===== src/rtl/mux_n_1_stream_pkg.sv =====
// Shared types and constants for the N:1 streaming multiplexer.
package mux_n_1_stream_pkg;

    typedef enum logic [1:0] {
        IDLE   = 2'd0,
        ACTIVE = 2'd1,
        STALL  = 2'd2
    } state_t;

    localparam logic MODE_DIRECT = 1'b0;
    localparam logic MODE_SCAN   = 1'b1;

    localparam int STALL_CNT_W = 16;

endpackage


===== src/rtl/mux_n_1_stream_if.sv =====
// Channel-side and result-side stream signals of the N:1 multiplexer.
// Stall_Count_Out exists only when MUX_N_1_STREAM_STALL_COUNT_EN is defined.
interface mux_n_1_stream_if
    import mux_n_1_stream_pkg::*;
#(
    parameter int NUM_CHANNELS = 16,
    parameter int DATA_WIDTH   = 8
);
    localparam int SEL_WIDTH = $clog2(NUM_CHANNELS);

    logic                               Enable_In;
    logic                               Mode_In;
    logic [SEL_WIDTH-1:0]               Select_In;
    logic [NUM_CHANNELS*DATA_WIDTH-1:0] Data_In;
    logic [NUM_CHANNELS-1:0]            Data_Valid_In;
    logic [NUM_CHANNELS-1:0]            Data_Ready_Out;
    logic [DATA_WIDTH-1:0]              MUX_Result_Data_Out;
    logic                               MUX_Result_Valid_Out;
    logic                               MUX_Result_Ready_In;
    logic [SEL_WIDTH-1:0]               Channel_Out;
    logic                               Select_Error_Out;
`ifdef MUX_N_1_STREAM_STALL_COUNT_EN
    logic [STALL_CNT_W-1:0]             Stall_Count_Out;
`endif

    modport master (
        output Enable_In, Mode_In, Select_In, Data_In, Data_Valid_In, MUX_Result_Ready_In,
        input  Data_Ready_Out, MUX_Result_Data_Out, MUX_Result_Valid_Out, Channel_Out,
               Select_Error_Out
`ifdef MUX_N_1_STREAM_STALL_COUNT_EN
        , input Stall_Count_Out
`endif
    );

    modport slave (
        input  Enable_In, Mode_In, Select_In, Data_In, Data_Valid_In, MUX_Result_Ready_In,
        output Data_Ready_Out, MUX_Result_Data_Out, MUX_Result_Valid_Out, Channel_Out,
               Select_Error_Out
`ifdef MUX_N_1_STREAM_STALL_COUNT_EN
        , output Stall_Count_Out
`endif
    );

endinterface


===== src/rtl/mux_n_1_stream_arbiter.sv =====
// Rotating-priority arbiter: first set request at or above pointer, wrapping.
module round_robin_arbiter
    import mux_n_1_stream_pkg::*;
#(
    parameter int NUM_CHANNELS = 16,
    localparam int SEL_WIDTH   = $clog2(NUM_CHANNELS)
) (
    input  logic [NUM_CHANNELS-1:0] request,
    input  logic [SEL_WIDTH-1:0]    pointer,
    output logic [NUM_CHANNELS-1:0] grant,
    output logic [SEL_WIDTH-1:0]    grant_idx,
    output logic                    any_grant
);

    int c;

    always_comb begin
        grant     = '0;
        grant_idx = '0;
        any_grant = 1'b0;
        c         = 0;
        for (int i = 0; i < NUM_CHANNELS; i++) begin
            c = int'(pointer) + i;
            if (c >= NUM_CHANNELS) c = c - NUM_CHANNELS;
            if (!any_grant && request[c]) begin
                any_grant = 1'b1;
                grant_idx = c[SEL_WIDTH-1:0];
            end
        end
        if (any_grant) grant[grant_idx] = 1'b1;
    end

endmodule


===== src/rtl/mux_n_1_stream.sv =====
// Registered N:1 valid/ready multiplexer with direct-select and round-robin scan modes.
// Optional stall-cycle counter enabled by MUX_N_1_STREAM_STALL_COUNT_EN.
module mux_n_1_stream
    import mux_n_1_stream_pkg::*;
#(
    parameter int NUM_CHANNELS = 16,
    parameter int DATA_WIDTH   = 8
) (
    input  logic             Clock_In,
    input  logic             Reset_n_In,
    mux_n_1_stream_if.slave  bus
);

    localparam int SEL_WIDTH = $clog2(NUM_CHANNELS);

    logic [NUM_CHANNELS-1:0][DATA_WIDTH-1:0] ch_data;
    state_t                  state, state_nxt;
    logic [SEL_WIDTH-1:0]    ptr, scan_idx, chosen_idx, chan_q;
    logic [DATA_WIDTH-1:0]   data_q;
    logic [NUM_CHANNELS-1:0] scan_grant, rdy;
    logic                    scan_any, sel_ok, direct_ok, chosen, free, capture;
    logic                    out_valid, sel_err_q, scan_mode;

    assign ch_data   = bus.Data_In;
    assign scan_mode = (bus.Mode_In == MODE_SCAN);

    // Only non-power-of-two channel counts can see an out-of-range select.
    generate
        if ((1 << SEL_WIDTH) > NUM_CHANNELS) begin : g_sel_chk
            assign sel_ok = int'(bus.Select_In) < NUM_CHANNELS;
        end else begin : g_sel_full
            assign sel_ok = 1'b1;
        end
    endgenerate

    round_robin_arbiter #(.NUM_CHANNELS(NUM_CHANNELS)) u_arb (
        .request   (bus.Data_Valid_In),
        .pointer   (ptr),
        .grant     (scan_grant),
        .grant_idx (scan_idx),
        .any_grant (scan_any)
    );

    assign direct_ok  = sel_ok && bus.Data_Valid_In[bus.Select_In];
    assign chosen     = scan_mode ? scan_any : direct_ok;
    assign chosen_idx = scan_mode ? scan_idx : bus.Select_In;
    assign free       = !out_valid || bus.MUX_Result_Ready_In;
    assign capture    = Reset_n_In && bus.Enable_In && free && chosen;

    always_comb begin
        rdy = '0;
        if (capture) begin
            if (scan_mode) rdy = scan_grant;
            else           rdy[chosen_idx] = 1'b1;
        end
    end

    always_ff @(posedge Clock_In) begin
        if (!Reset_n_In) state <= IDLE;
        else             state <= state_nxt;
    end

    always_comb begin
        state_nxt = state;
        case (state)
            IDLE:          if (capture) state_nxt = ACTIVE;
            ACTIVE, STALL: begin
                if (!bus.MUX_Result_Ready_In) state_nxt = STALL;
                else if (capture)             state_nxt = ACTIVE;
                else                          state_nxt = IDLE;
            end
            default:       state_nxt = IDLE;
        endcase
    end

    always_comb begin
        out_valid = (state != IDLE);
    end

    // Select error is reported on the edge after the offending cycle.
    always_ff @(posedge Clock_In) begin
        if (!Reset_n_In) begin
            data_q    <= '0;
            chan_q    <= '0;
            ptr       <= '0;
            sel_err_q <= 1'b0;
        end else begin
            sel_err_q <= bus.Enable_In && free && !scan_mode && !sel_ok;
            if (capture) begin
                data_q <= ch_data[chosen_idx];
                chan_q <= chosen_idx;
                if (scan_mode)
                    ptr <= (scan_idx == SEL_WIDTH'(NUM_CHANNELS - 1)) ? '0 : scan_idx + 1'b1;
            end
        end
    end

    assign bus.Data_Ready_Out       = rdy;
    assign bus.MUX_Result_Data_Out  = data_q;
    assign bus.MUX_Result_Valid_Out = out_valid;
    assign bus.Channel_Out          = chan_q;
    assign bus.Select_Error_Out     = sel_err_q;

`ifdef MUX_N_1_STREAM_STALL_COUNT_EN
    logic [STALL_CNT_W-1:0] stall_cnt;
    logic                   stalled;

    assign stalled = out_valid && !bus.MUX_Result_Ready_In;

    always_ff @(posedge Clock_In) begin
        if (!Reset_n_In)                    stall_cnt <= '0;
        else if (stalled && stall_cnt != '1) stall_cnt <= stall_cnt + 1'b1;
    end

    assign bus.Stall_Count_Out = stall_cnt;
`endif

endmodule


===== src/flat_wrapper.sv =====
// flat-port wrapper written by rule: the top's interface ports become plain ports
module mux_n_1_stream_flat import mux_n_1_stream_pkg::*;
#(
    parameter int NUM_CHANNELS = 16,
    parameter int DATA_WIDTH   = 8
)
  (Clock_In, Reset_n_In, bus_Enable_In, bus_Mode_In, bus_Select_In, bus_Data_In, bus_Data_Valid_In, bus_MUX_Result_Ready_In, bus_Data_Ready_Out, bus_MUX_Result_Data_Out, bus_MUX_Result_Valid_Out, bus_Channel_Out, bus_Select_Error_Out);
  mux_n_1_stream_if #(.NUM_CHANNELS(NUM_CHANNELS), .DATA_WIDTH(DATA_WIDTH)) bus_i ();
  input  logic Clock_In;
  input  logic Reset_n_In;
  input wire logic [$bits(bus_i.Enable_In)-1:0] bus_Enable_In;
  input wire logic [$bits(bus_i.Mode_In)-1:0] bus_Mode_In;
  input wire logic [$bits(bus_i.Select_In)-1:0] bus_Select_In;
  input wire logic [$bits(bus_i.Data_In)-1:0] bus_Data_In;
  input wire logic [$bits(bus_i.Data_Valid_In)-1:0] bus_Data_Valid_In;
  input wire logic [$bits(bus_i.MUX_Result_Ready_In)-1:0] bus_MUX_Result_Ready_In;
  output wire logic [$bits(bus_i.Data_Ready_Out)-1:0] bus_Data_Ready_Out;
  output wire logic [$bits(bus_i.MUX_Result_Data_Out)-1:0] bus_MUX_Result_Data_Out;
  output wire logic [$bits(bus_i.MUX_Result_Valid_Out)-1:0] bus_MUX_Result_Valid_Out;
  output wire logic [$bits(bus_i.Channel_Out)-1:0] bus_Channel_Out;
  output wire logic [$bits(bus_i.Select_Error_Out)-1:0] bus_Select_Error_Out;
  assign bus_i.Enable_In = bus_Enable_In;
  assign bus_i.Mode_In = bus_Mode_In;
  assign bus_i.Select_In = bus_Select_In;
  assign bus_i.Data_In = bus_Data_In;
  assign bus_i.Data_Valid_In = bus_Data_Valid_In;
  assign bus_i.MUX_Result_Ready_In = bus_MUX_Result_Ready_In;
  assign bus_Data_Ready_Out = bus_i.Data_Ready_Out;
  assign bus_MUX_Result_Data_Out = bus_i.MUX_Result_Data_Out;
  assign bus_MUX_Result_Valid_Out = bus_i.MUX_Result_Valid_Out;
  assign bus_Channel_Out = bus_i.Channel_Out;
  assign bus_Select_Error_Out = bus_i.Select_Error_Out;
  mux_n_1_stream #(.NUM_CHANNELS(NUM_CHANNELS), .DATA_WIDTH(DATA_WIDTH)) u_core (.Clock_In(Clock_In), .Reset_n_In(Reset_n_In), .bus(bus_i));
endmodule

===== config.mk =====
export PLATFORM = sky130hd
export DESIGN_NAME = mux_n_1_stream_flat
export DESIGN_NICKNAME = d
export VERILOG_FILES = /design/src/rtl/mux_n_1_stream_pkg.sv /design/src/rtl/mux_n_1_stream_if.sv /design/src/rtl/mux_n_1_stream_arbiter.sv /design/src/rtl/mux_n_1_stream.sv /design/src/flat_wrapper.sv
export SDC_FILE = /design/constraint.sdc
export NUM_CORES = 1
export LEC_CHECK = 0
export CORE_ASPECT_RATIO = 1.75
export CORE_MARGIN = 5
export CORE_UTILIZATION = 25
export CTS_BUF_LIST = sky130_fd_sc_hd__clkbuf_16
export DETAILED_ROUTE_END_ITERATION = 6
export SYNTH_ARGS = -nofsm -noshare
export SYNTH_HDL_FRONTEND = slang
export SYNTH_SLANG_ARGS = --single-unit

===== constraint.sdc =====
create_clock -name Clock_In -period 9.4 [get_ports Clock_In]
set_input_delay 2.82 -clock Clock_In [delete_from_list [all_inputs] [get_ports Clock_In]]
set_output_delay 2.82 -clock Clock_In [all_outputs]
set_load 0.02 [all_outputs]

# Word-level counts from Yosys, hierarchy flattened
# Cells that the tools add are included.
# word_totals
reg_bits	18
inputBits	153
word_cells	232
# classes
add_sub_neg	32
magnitude_cmp	37
n_eq_ne	4
n_mux	114
n_reduce_logical	41
# op_table
op	n
$lt A32 B6 Y1 const B	16
$mux W32	16
$sub A5 B5 Y6 const B	15
$ge A5 B5 Y1 const B	15
$mux W4	18
$bmux W1 S4	17
$mux W1	53
$mux W16	3
$add A4 B4 Y5 const B	8
$bmux W8 S4	1
$add A4 B3 Y5 const B	4
$logic_and A1 B1 Y1	20
$logic_not A1 Y1	16
$lt A4 B5 Y1 const B	3
$add A4 B2 Y5 const B	2
$demux W1 S4	2
$ge A4 B1 Y1 const B	2
$mux W8	1
$sub A4 B5 Y6 const B	1
$add A4 B1 Y5 const B	1
$ge A4 B5 Y1 const B	1
$add A4 B1 Y4 const B	1
$eq A4 B4 Y1 const B	1
$mux W2	2
other kinds (9)	9

# Logic depth before layout (Yosys ltp)
# depth
word_depth	58
mapped_depth	22
depth_no_buf	14

# Modules after synthesis
# From an unflattened synthesis, not the netlist that was laid out.
# hier_totals
cells_unflattened	540
area_unflattened_um2	5046.1
# modules_own_cells
mod	n_inst	cells_each	area_each_um2	seq_area_each_um2
round_robin_arbiter	1	329	2812.7	0.0
mux_n_1_stream	1	211	2233.4	360.3

# Least setup slack after synthesis
# OpenSTA, ideal clock, no wires.
# synth_timing
kind	input-to-output
startpoint	input bus_Data_Valid_In[11]
endpoint	output bus_Data_Ready_Out[3]
arrival_ps	6059
t_required_ps	6580
slack_ps	521
cell_stages	12
path_buffers	1
cell_sequence	mux2_1 > mux4_2 > mux2i_1 > or3b_1 > nor4_4 > nand2_1 > a31o_2 > a31oi_4 > buf_2 > and2_1 > a21oi_1 > a21oi_1
# synth_between
elab_chain_cells	56
# synth_lines
element	line	text
start: declaration	flat_wrapper.sv:15	input wire logic [$bits(bus_i.Data_Valid_In)-1:0] bus_Data_Valid_In;
$bmux W1 S4	mux_n_1_stream_arbiter.sv:25	if (!any_grant && request[c]) begin
$mux W1 (not written as such) (2 in a row)	mux_n_1_stream_arbiter.sv:25	
$mux W1	mux_n_1_stream_arbiter.sv:25	
$logic_not A1 Y1	mux_n_1_stream_arbiter.sv:25	
$logic_and A1 B1 Y1	mux_n_1_stream_arbiter.sv:25	
$mux W1	mux_n_1_stream_arbiter.sv:25	
$logic_not A1 Y1	mux_n_1_stream_arbiter.sv:25	
$logic_and A1 B1 Y1	mux_n_1_stream_arbiter.sv:25	
[39 not listed]	-	
$mux W4	mux_n_1_stream_arbiter.sv:25	
$mux W4 (tied with other cells)	mux_n_1_stream.sv:46	assign chosen_idx = scan_mode ? scan_idx : bus.Select_In;
$lt A4 B5 Y1 (not written as such) (tied with other cells)	mux_n_1_stream.sv:54	else rdy[chosen_idx] = 1'b1;
$logic_and A1 B1 Y1 (not written as such) / $mux W1 (equally long branches)	mux_n_1_stream.sv:54, mux_n_1_stream_arbiter.sv:30	
$mux W1 (not written as such) / $demux W1 S4 (equally long branches)	mux_n_1_stream.sv:54, mux_n_1_stream_arbiter.sv:30	
$demux W1 S4 / $mux W16 (equally long branches)	-	
$mux W16	mux_n_1_stream.sv:53	if (scan_mode) rdy = scan_grant;
$mux W16 *	mux_n_1_stream.sv:52	if (capture) begin
end: declaration	flat_wrapper.sv:17	output wire logic [$bits(bus_i.Data_Ready_Out)-1:0] bus_Data_Ready_Out;
# Mark *: on every way between the ends. The rest lies on a longest branch, timed or not. The select of a mux whose other input is x is not followed.

# Worst setup path after layout
# layout_timing
startpoint	input bus_Data_Valid_In[10]
endpoint	output bus_Data_Ready_Out[11]
# Same word-level chain as after synthesis.

==> impl_metrics.ini <==
[outcome]
run_status = complete, no violations

[clock_tree]
clock_path_buffers = 2
cts.sinks = 18
cts_buffers = 3
cts_tree = done
hold_buffers = 0
cts-root-buf = clkbuf_16
clk_pin_slew_ns = 0.05
cts.htree.levels = 1
clk_latency_ns = 0.26

[grt]
grt_pass1_vias = 6158
overflow = 0
antenna_found_initial = 0
grt_pass1_wl_um = 34500
grtUsageTotal = 0.196
grt_max_degree = 64

[yosys]
ys.flop_type = dfxtp_1
synth-edff-count = 0
synthArstFlopShare = 0
synth_area_leader_cell = mux2i_1
seq_area_frac_synth = 0.0732
synth.top_cell.area_share = 0.171
synthTopCellsByArea = mux2i_1 17%, mux4_2 13%, mux2_2 7.5%
synth.cell_area_mm2 = 0.00492
synth-warning-count = 0
synth_fp_nets = 747
synth-seq-cells = 18
synthCells = 585
ys_types = 80
syn_avg_cell_area_um2 = 8.41

[sta]
grt_setup_unrepaired = no
hold_violations = 0
tns_ns = 0
drv_slew = 0
setup_viol_count_final = 0
tightest_slew_ns = 0.993
skew_ns = 0.00383
max_freq_mhz = 108
worst_slack_ns = 0.160
slew_headroom = 0.333
period_minus_slack_ns = 9.24
finalCritPeriodShare = 0.983
whs_ns = 0.461

[critical_path]
critical_path_class = in -> out
path_cells = dlygate4sd2_1 > mux2_1 > mux4_2 > mux2_2 > or4_1 > a211oi_2 > a41o_1 > o22ai_1 > buf_4 > nand4b_1 > and2_2 > nand2_1 > a21oi_1 > clkdlybuf4s15_2
cp.arrival_ns = 6.42
cp_data_required_time_ns = 6.58
path_max_fanout = 6
endpoint_kind = primary output
cp-start-kind = primary input
critPathSlowestCell = or4_1
max_stage_delay_ns = 0.55

[power]
power_density_mw_per_mm2 = 114
power_frac_comb = 0.802
p_total_mw = 0.884
p_int_mw = 0.485
p_leak_nw = 3.15
pwr-share-clk = 0.102
p_sw_frac = 0.452
seq_power_share = 0.096
power.switching_mw = 0.399
max-vdd-ir-drop_uv = 62.5

[detailed_routing]
dr.pass1.iters = 4
wl_per_cell_um = 20.7
via_per_inst = 5.37
vias = 5830
ant_nets = 0
drtIter0Drc = 175
drc_errors = 0
totalWireLength_um = 22500

[placed_design]
portBuffers = 181
dp_cells = 1080
place_hpwl_um = 18900
dp_slack_ns = -0.707
dpl_cell_area_mm2 = 0.00759
place_congestion = 0.919

[finish]
fin_util = 0.397
n_antenna_cell = 0
fin_cells = 1086
final_cell_mix = 149 x clkdlybuf4s50_1, 110 x buf_4, 80 x mux2i_1
design_area_mm2 = 0.00776
multiInputGateArea_mm2 = 0.00439
final_common_cell = clkdlybuf4s50_1
syn_to_final_growth_pct = 57.7
drive_above_1_share = 0.285
final_nets = 1004
fillers = 2037
ff_latch_area_um2 = 360

[die]
die_h_um = 196
num_io_pins = 183
coreArea_mm2 = 0.0196
chipWidth_um = 116
rows = 68
dieArea_mm2 = 0.0227
initial_utilization = 0.252

[job]
drv_cap = 0

[worst_hold_path]
hold_class = reg -> reg
==> routing by layer <==
layer	track usage	wire (um)	share of wire
met5	0	0	0
met4	0.117	1650	0.073
met3	0.0322	1320	0.059
met2	0.390	12500	0.56
met1	0.175	6990	0.31
==> Yosys cell counts (all sizes together), types with 6 or more instances <==
| cell type | instances |
|---|---|
| a21oi | 45 |
| a221oi | 7 |
| a22oi | 16 |
| a31oi | 17 |
| and2 | 7 |
| and3 | 6 |
| buf | 27 |
| clkbuf | 12 |
| dfxtp | 18 |
| ha | 9 |
| inv | 10 |
| mux2 | 37 |
| mux2i | 87 |
| mux4 | 28 |
| nand2 | 53 |
| nand3 | 14 |
| nor2 | 32 |
| nor2b | 11 |
| nor3 | 14 |
| o211ai | 9 |
| o21ai | 28 |
| xnor2 | 10 |
==> cells by family after synthesis <==
| family | after synthesis | synth area share |
|---|---|---|
| AOI/OAI and AO/OA | 172 | 0.237 |
| and+or+nand+nor | 170 | 0.184 |
| muxes | 152 | 0.395 |
| buffers and inverters | 50 | 0.0638 |
| DFF | 18 | 0.0732 |
| xor gates and xnor gates | 13 | 0.0231 |
| adders and majority gates | 9 | 0.0229 |
| other | 1 | 0.000762 |
==> critical path, delay by kind of cell <==
family,cells,cell delay (ns)
AO/OA/AOI/OAI,4,0.62
buffers and inverters,3,0.74
multiplexers,3,1.19
AND/OR/NAND/NOR,4,1.04
==> state kept, by name (all words and copies together) (netlist names) <==
name,cells
u_core.bus.Channel_Out,4
u_core.bus.MUX_Result_Data_Out,8
u_core.ptr,4
u_core.state,2
==> power by group through the flow <==
stage                     Sequential [mW]  Clock (mW)  Combinational (mW)
after detailed placement           0.0867           0               0.688
after global routing               0.0858      0.0962               0.760
after global placement             0.0865           0               0.689
after CTS                          0.0851      0.0937               0.699
final                              0.0852      0.0900               0.709
after floorplan                    0.0921           0               0.389
==> layout make-up <==
class,instances,share of cell area
clock buffer,3,0.00967
sequential,18,0.0464
tap,245,0.0395
multi-input combinational,517,0.566
clock inverter,1,0.000484
inverter,11,0.00532
timing repair buffer,291,0.333
==> what timing repair did <==
item | 4_1_cts | 5_1_grt
setup endpoints to repair | 16 | 16
hold endpoints to repair | 0 | 0
cloned | 0 | 0
setup buffers | 2 | 0
pin swaps | 4 | 2
gates resized for setup | 91 | 18
==> final timing paths <==
| kind | from | endpoint | slack (ns) | depth (start not counted) |
|---|---|---|---|---|
| setup / recovery | bus_Data_Valid_In[10] | bus_Data_Ready_Out[11] | 0.16 | 14 |
| hold / removal | u_core.bus.Channel_Out[0]$_SDFFE_PN0P_ | u_core.bus.Channel_Out[0]$_SDFFE_PN0P_ | 0.46 | 2 |
| setup reg to reg | u_core.ptr[1]$_SDFFE_PN0P_ | u_core.bus.MUX_Result_Data_Out[7]$_SDFFE_PN0P_ | 3.77 | 15 |
| hold reg to reg | u_core.bus.Channel_Out[0]$_SDFFE_PN0P_ | u_core.bus.Channel_Out[0]$_SDFFE_PN0P_ | 0.46 | 2 |
Note: power is estimated with default switching activity, not from simulation.
